[src/rtl/btn_pkg.sv]
// Shared constants and helpers for the push-button debouncer.
//   DEBOUNCE_CYCLES_DEF : default settle time in clk cycles (20 ms at 50 MHz)
//   SYNC_STAGES_DEF     : default synchroniser depth
//   cnt_width()         : debounce counter width for a given settle time
package btn_pkg;

  localparam int unsigned DEBOUNCE_CYCLES_DEF = 1000000;
  localparam int unsigned SYNC_STAGES_DEF     = 2;

  // Counter must hold values up to DEBOUNCE_CYCLES; never less than 1 bit.
  function automatic int unsigned cnt_width(input int unsigned cycles);
    return (cycles < 1) ? 1 : $clog2(cycles + 1);
  endfunction

endpackage

[src/rtl/debounce_channel.sv]
// One debounced button channel: synchroniser, settle counter, stable level
// register and registered press/release pulses.
// Build option: BTN_ACTIVE_LOW_EN inverts the raw pin ahead of the
// synchroniser so a low (pressed) pin reads as 1 downstream.
// Ports:
//   i_clk     : system clock, rising edge
//   i_rst     : asynchronous active-high reset
//   i_raw     : raw button pin, asynchronous to i_clk
//   o_level   : debounced level
//   o_press   : one-cycle pulse when o_level goes 0->1
//   o_release : one-cycle pulse when o_level goes 1->0
module debounce_channel
  import btn_pkg::*;
#(
  parameter int unsigned DEBOUNCE_CYCLES = DEBOUNCE_CYCLES_DEF,
  parameter int unsigned SYNC_STAGES     = SYNC_STAGES_DEF
) (
  input  logic i_clk,
  input  logic i_rst,
  input  logic i_raw,
  output logic o_level,
  output logic o_press,
  output logic o_release
);

  localparam int unsigned CNT_W = cnt_width(DEBOUNCE_CYCLES);
  localparam logic [CNT_W-1:0] CNT_LAST = CNT_W'(DEBOUNCE_CYCLES - 1);

  logic [SYNC_STAGES-1:0] r_sync;
  logic [CNT_W-1:0]       r_cnt;
  logic                   r_level;
  logic                   r_press;
  logic                   r_release;
  logic                   w_in;
  logic                   w_sync;
  logic                   w_diff;
  logic                   w_accept;

`ifdef BTN_ACTIVE_LOW_EN
  assign w_in = ~i_raw;
`else
  assign w_in = i_raw;
`endif

  assign w_sync   = r_sync[SYNC_STAGES-1];
  assign w_diff   = (w_sync != r_level);
  // Accept on the DEBOUNCE_CYCLES-th consecutive differing cycle.
  assign w_accept = w_diff && (r_cnt == CNT_LAST);

  always_ff @(posedge i_clk or posedge i_rst) begin
    if (i_rst) begin
      r_sync    <= '0;
      r_cnt     <= '0;
      r_level   <= 1'b0;
      r_press   <= 1'b0;
      r_release <= 1'b0;
    end else begin
      r_sync    <= {r_sync[SYNC_STAGES-2:0], w_in};
      r_press   <= w_accept &  w_sync;
      r_release <= w_accept & ~w_sync;
      if (w_accept) begin
        r_level <= w_sync;
        r_cnt   <= '0;
      end else if (w_diff) begin
        r_cnt   <= r_cnt + CNT_W'(1);
      end else begin
        r_cnt   <= '0;
      end
    end
  end

  assign o_level   = r_level;
  assign o_press   = r_press;
  assign o_release = r_release;

endmodule

[src/rtl/button_debouncer.sv]
// Multi-channel push-button debouncer: one independent debounce_channel per
// button. Build option BTN_ACTIVE_LOW_EN selects active-low button pins.
// Ports:
//   clk         : system clock, rising edge
//   rst         : asynchronous active-high reset
//   btn_raw     : raw button pins, asynchronous to clk
//   btn_level   : debounced button levels (registered)
//   btn_press   : one-cycle pulse per channel on 0->1 of btn_level
//   btn_release : one-cycle pulse per channel on 1->0 of btn_level
module button_debouncer
  import btn_pkg::*;
#(
  parameter int unsigned N_BUTTONS       = 2,
  parameter int unsigned DEBOUNCE_CYCLES = DEBOUNCE_CYCLES_DEF,
  parameter int unsigned SYNC_STAGES     = SYNC_STAGES_DEF
) (
  input  logic                 clk,
  input  logic                 rst,
  input  logic [N_BUTTONS-1:0] btn_raw,
  output logic [N_BUTTONS-1:0] btn_level,
  output logic [N_BUTTONS-1:0] btn_press,
  output logic [N_BUTTONS-1:0] btn_release
);

  for (genvar gi = 0; gi < N_BUTTONS; gi++) begin : g_ch
    debounce_channel #(
      .DEBOUNCE_CYCLES (DEBOUNCE_CYCLES),
      .SYNC_STAGES     (SYNC_STAGES)
    ) u_ch (
      .i_clk     (clk),
      .i_rst     (rst),
      .i_raw     (btn_raw[gi]),
      .o_level   (btn_level[gi]),
      .o_press   (btn_press[gi]),
      .o_release (btn_release[gi])
    );
  end

endmodule

[config.mk]
export PLATFORM = sky130hd
export DESIGN_NAME = button_debouncer
export DESIGN_NICKNAME = d
export VERILOG_FILES = /design/src/rtl/btn_pkg.sv /design/src/rtl/debounce_channel.sv /design/src/rtl/button_debouncer.sv
export SDC_FILE = /design/constraint.sdc
export NUM_CORES = 1
export LEC_CHECK = 0
export ABC_AREA = 0
export CORE_MARGIN = 2
export CORE_UTILIZATION = 54
export DETAILED_ROUTE_END_ITERATION = 10
export PLACE_DENSITY = 0.78
export SYNTH_ARGS = -nofsm -noshare
export SYNTH_HDL_FRONTEND = slang
export SYNTH_SLANG_ARGS = --single-unit
[constraint.sdc]
create_clock -name clk -period 2.1 [get_ports clk]
set_clock_uncertainty 0.15 [all_clocks]
set_input_delay 0.42 -clock clk [delete_from_list [all_inputs] [get_ports clk]]
set_output_delay 0.42 -clock clk [all_outputs]
set_load 0.01 [all_outputs]
Word level (Yosys, flattened, before mapping). Index checks and enable logic that the tools add are counted.

Add/subtract/negate cells: 2. Equal/unequal tests: 4. Muxes and demuxes: 4. Bitwise gates (word level): 6. Reductions and logical operators: 2.

Operator list (count): $mux W20 (4); $add A20 B1 Y20 const B (2); $eq A20 B20 Y1 const B (2); $and A1 B1 Y1 (4); $logic_and A1 B1 Y1 (2); $ne A1 B1 Y1 (2); $not A1 Y1 (2).

Register bits: 50. Input bits: 4.

Depth between registers and ports, before layout. Gate-level depths: netlist of the first run.

Depth in word-level cells: 3. Gate-level depth with buffers: 6.

Hierarchy. Synthesis of the first run repeated with hierarchy kept, for this count alone.

Cell total of the unflattened synthesis: 230. Area total of the unflattened synthesis: 2322.2 um^2.

Modules (own cells, without submodules): debounce_channel (times used 2, cells an instance 115, area each 1161.1 um^2).

Worst setup path after synthesis of the first run. OpenSTA, ideal clock, no wires.

Path type: register to register. Start: reg g_ch[1].u_ch.r_cnt[8]. End: reg g_ch[1].u_ch.r_level. Setup time: 0.125 ns. Arrival time: 1.987 ns. Slack: -0.163 ns. Stages on the path, launching flop included: 5. Cell sequence: dfrtp_1 > or4b_1 > or4_1 > or3b_4 > mux2_4.

Cells in the longest elaborated chain, start to end: 2.

Ends and longest elaborated chain: start, declared (line debounce_channel.sv:30) `logic [CNT_W-1:0] r_cnt;`; start signal, assigned (line debounce_channel.sv:65) `r_cnt <= r_cnt + CNT_W'(1);`; $eq A20 B20 Y1 (line debounce_channel.sv:48) `assign w_accept = w_diff && (r_cnt == CNT_LAST);`; $logic_and A1 B1 Y1 (line debounce_channel.sv:48); end signal, assigned (line debounce_channel.sv:62) `r_level <= w_sync;`; end, declared (line debounce_channel.sv:31) `logic r_level;`.

Every way passes these cells. A chain may end at the register's enable or synchronous reset.

Worst setup path in the final report of the first run. Ends and elaborated chain as after synthesis.

==> flow_summary.toml, run 1 <==
[clock_tree]
cts-htree-levels = 2
clk_latency_ns = 0.30
cts_made_buffers = 5
clockBufferDepth = 2
clk_pin_slew_ns = 0.09
clock-sinks = 50
root_buffer = "clkbuf_8"
cts_tree = "built"

[cells_and_area]
finish.utilization = 0.684
stdcell_area_sq_um = 2940
n_fill_cell = 327
diodes = 0
final_cells = 330
mostFrequentLayoutCell = "dfrtp_1"
mostFrequentLayoutCells = "50 x dfrtp_1, 33 x nor2_1, 26 x buf_4"
layout-drive-gt1-share = 0.205
synthToLayoutAreaGrowth_pct = 23.5
final_nets = 283

[setup_path]
cp_slowest_cell = "or4b_4"
critPathMaxFanout = 2
crit_cells = 4
cp_data_arrival_time_ns = 2.37
worst_path_largest_cell_delay_ns = 0.54
path_delay_family = "simple AND/OR/NAND/NOR gates"
critPathCaptureType = "flop"
required_ns = 2.14
rr_worst_depth = 4
worst_setup_path_start_kind = "flop"
path_cells = "or4b_4 -> or4_4 -> or3b_4 -> mux2_4"
critPathKind = "reg2reg"
critical_path_buf_inv_count = 0

[sta]
finalCritPeriodShare = 1.11
relSlewSlack = 0.763
hold_viol = 0
finalMaxSlewViolations = 0
rsz0062_at_grt = "yes"
fin_crit_ns = 2.33
setup_ws_ns = -0.230
holdWs_ns = 0.207
finalSetupViolCount = 23
worst_pin_slew_ns = 0.352
fmax_ghz = 0.429

[job]
max-cap-violations = 0

[status]
failed_checks = "setup timing"
status = "finished, violations left"

[logic_synthesis]
ys_ff_latch = 50
syn_nets = 247
netlist_instances = 241
synth_cell_types = 33
yosysSeqAreaShare = 0.526
syn_area_per_cell_sq_um = 9.87
mappedNetlistArea_sq_um = 2380
yosysWarnings = 0

[global_route]
grt_pass1_wl_um = 8250
grt_pass1_vias = 1815
grt_overflow = 0
antenna_found_initial = 0
grt_usage = 0.209
grt_max_degree = 51

[floorplanning]
die_h_um = 70.4
rows = 24
io_pins = 10
dieArea_sq_um = 4950
die_w_um = 70.4
core_area_sq_um = 4290
initial_core_util = 0.554

[drt]
drt-pass1-iter-count = 4
ant_nets = 0
dr_total_vias = 1894
viasPerCell = 5.74
wirelength_um = 4880
first_iter_violations = 158
drc = 0
routedWlPerCell_um = 14.8

[hold_path]
worstHoldPathType = "reg2reg"
min_path_cells = 0

[placement]
dp_slack_ns = -0.191
hpwl_um = 3280
place_area_sq_um = 2730
port_buffers = 9
placed_cells = 318
gp_congestion = 0.839

[power]
total_leakage_power_nw = 1.23
power.density_nw_per_um2 = 594
vdd_drop_max_v = 0.000309
[routing by layer]
metal / vias to the layer above / GRT usage / share of wire
met1: 945 / 0.282 / 0.45
met3: 7 / 0.0303 / 0.030
met2: 37 / 0.340 / 0.51
li1: 905 / - / -
met4: 0 / 0.0812 / 0.015
met5: - / 0 / 0
[per-stage QoR]
step	TNS [ns]	power, W
floorplan	-0.163	0.00105
finish	-3.39	0.00175
global route	-4.18	0.00180
CTS	-1.53	0.00175
detailed placement	-1.01	0.00109
global placement	-0.143	0.00109
[power breakdown]
part           internal [W]  switching (W)  leakage, nW
logic             0.0000432      0.0000513        0.492
registers          0.000975      0.0000124        0.684
clock network      0.000357       0.000307       0.0524
[Yosys cell counts]
library cell  number  area (sq um)
a21bo_2            1          10.0
or4_1             10          75.1
nand2_1            9          33.8
o21ai_0            8          40.0
inv_1             11          41.3
or3b_4             1          11.3
buf_4              6          45.0
clkbuf_1           5          18.8
xor2_1             9          78.8
or4b_1             2          20.0
or2_2              1          6.26
mux2_4             1          15.0
o21ba_2            1          10.0
a21o_1             1          7.51
and4b_1            1          10.0
xnor2_1           16           140
nor2b_1            1          6.26
nor3_1             6          30.0
and3_1             4          25.0
nand3b_1           1          7.51
nor4_1             4          25.0
nor2_1            35           131
ha_1               2          25.0
and4_1             1          8.76
or3_1              6          37.5
dfrtp_1           50          1250
and3_2             1          7.51
nand4_1            9          56.3
a21oi_1           13          65.1
buf_2              2          10.0
or2_0              1          6.26
o31ai_1            5          37.5
nand3_1           17          85.1
[worst paths after layout]
kind                                             startpoint  slack [ns]                                to
setup / recovery            g_ch[1].u_ch.r_cnt[8]$_DFF_PP0_       -0.23  g_ch[1].u_ch.o_level$_DFFE_PP0P_
hold / removal             g_ch[0].u_ch.r_sync[0]$_DFF_PP0_        0.21  g_ch[0].u_ch.r_sync[1]$_DFF_PP0_
setup reg to reg            g_ch[1].u_ch.r_cnt[8]$_DFF_PP0_       -0.23  g_ch[1].u_ch.o_level$_DFFE_PP0P_
hold reg to reg            g_ch[0].u_ch.r_sync[0]$_DFF_PP0_        0.21  g_ch[0].u_ch.r_sync[1]$_DFF_PP0_
max in group asynchronous                               rst        1.25   g_ch[1].u_ch.r_cnt[1]$_DFF_PP0_
min in group asynchronous                               rst        0.33  g_ch[0].u_ch.r_sync[1]$_DFF_PP0_
[registers in the layout (all words and copies together) (netlist names)]
signal and flops:
g_ch.u_ch.r_cnt 40, g_ch.u_ch.r_sync 4, g_ch.u_ch.o_level 2, g_ch.u_ch.o_press 2, g_ch.u_ch.o_release 2
[area by class of cell]
type,instances,area [sq um],share of cell area
inverter,11,41.3,0.0141
sequential,50,1250,0.426
timing repair buffer,42,382,0.130
multi-input combinational,167,1090,0.372
clock buffer,7,76.3,0.0260
tap,52,65.1,0.0222
clock inverter,1,30.0,0.0102
[what timing repair did]
item | CTS | global route
pin swaps | 0 | 2
gates cloned | 0 | 1
endpoints found under the setup margin | 24 | 24
hold buffers | 0 | 0
resized for setup | 5 | 14
buffers inserted | 3 | 1
[kinds of logic after synthesis]
family,count (synthesis),synth area share
and+or+nand+nor,110,0.245
buffers and inverters,24,0.0484
muxes,1,0.00631
adders and majority gates,2,0.0105
xor gates and xnor gates,25,0.0921
DFF,50,0.526
AOI/OAI and AO/OA,29,0.0715
Power figures use the tool's default switching activity.
==> run 2, diff against run 1 <==
--- a/config.mk
+++ b/config.mk
@@ -6,8 +6,10 @@
 export NUM_CORES = 1
 export LEC_CHECK = 0
 export ABC_AREA = 0
+export CAP_MARGIN = 40
 export CORE_MARGIN = 2
 export CORE_UTILIZATION = 54
+export CTS_CLUSTER_DIAMETER = 100
 export DETAILED_ROUTE_END_ITERATION = 10
 export PLACE_DENSITY = 0.78
 export SYNTH_ARGS = -nofsm -noshare
==> results of run 2 <==
The final DEF is identical to that of run 1; final timing and power are the same.
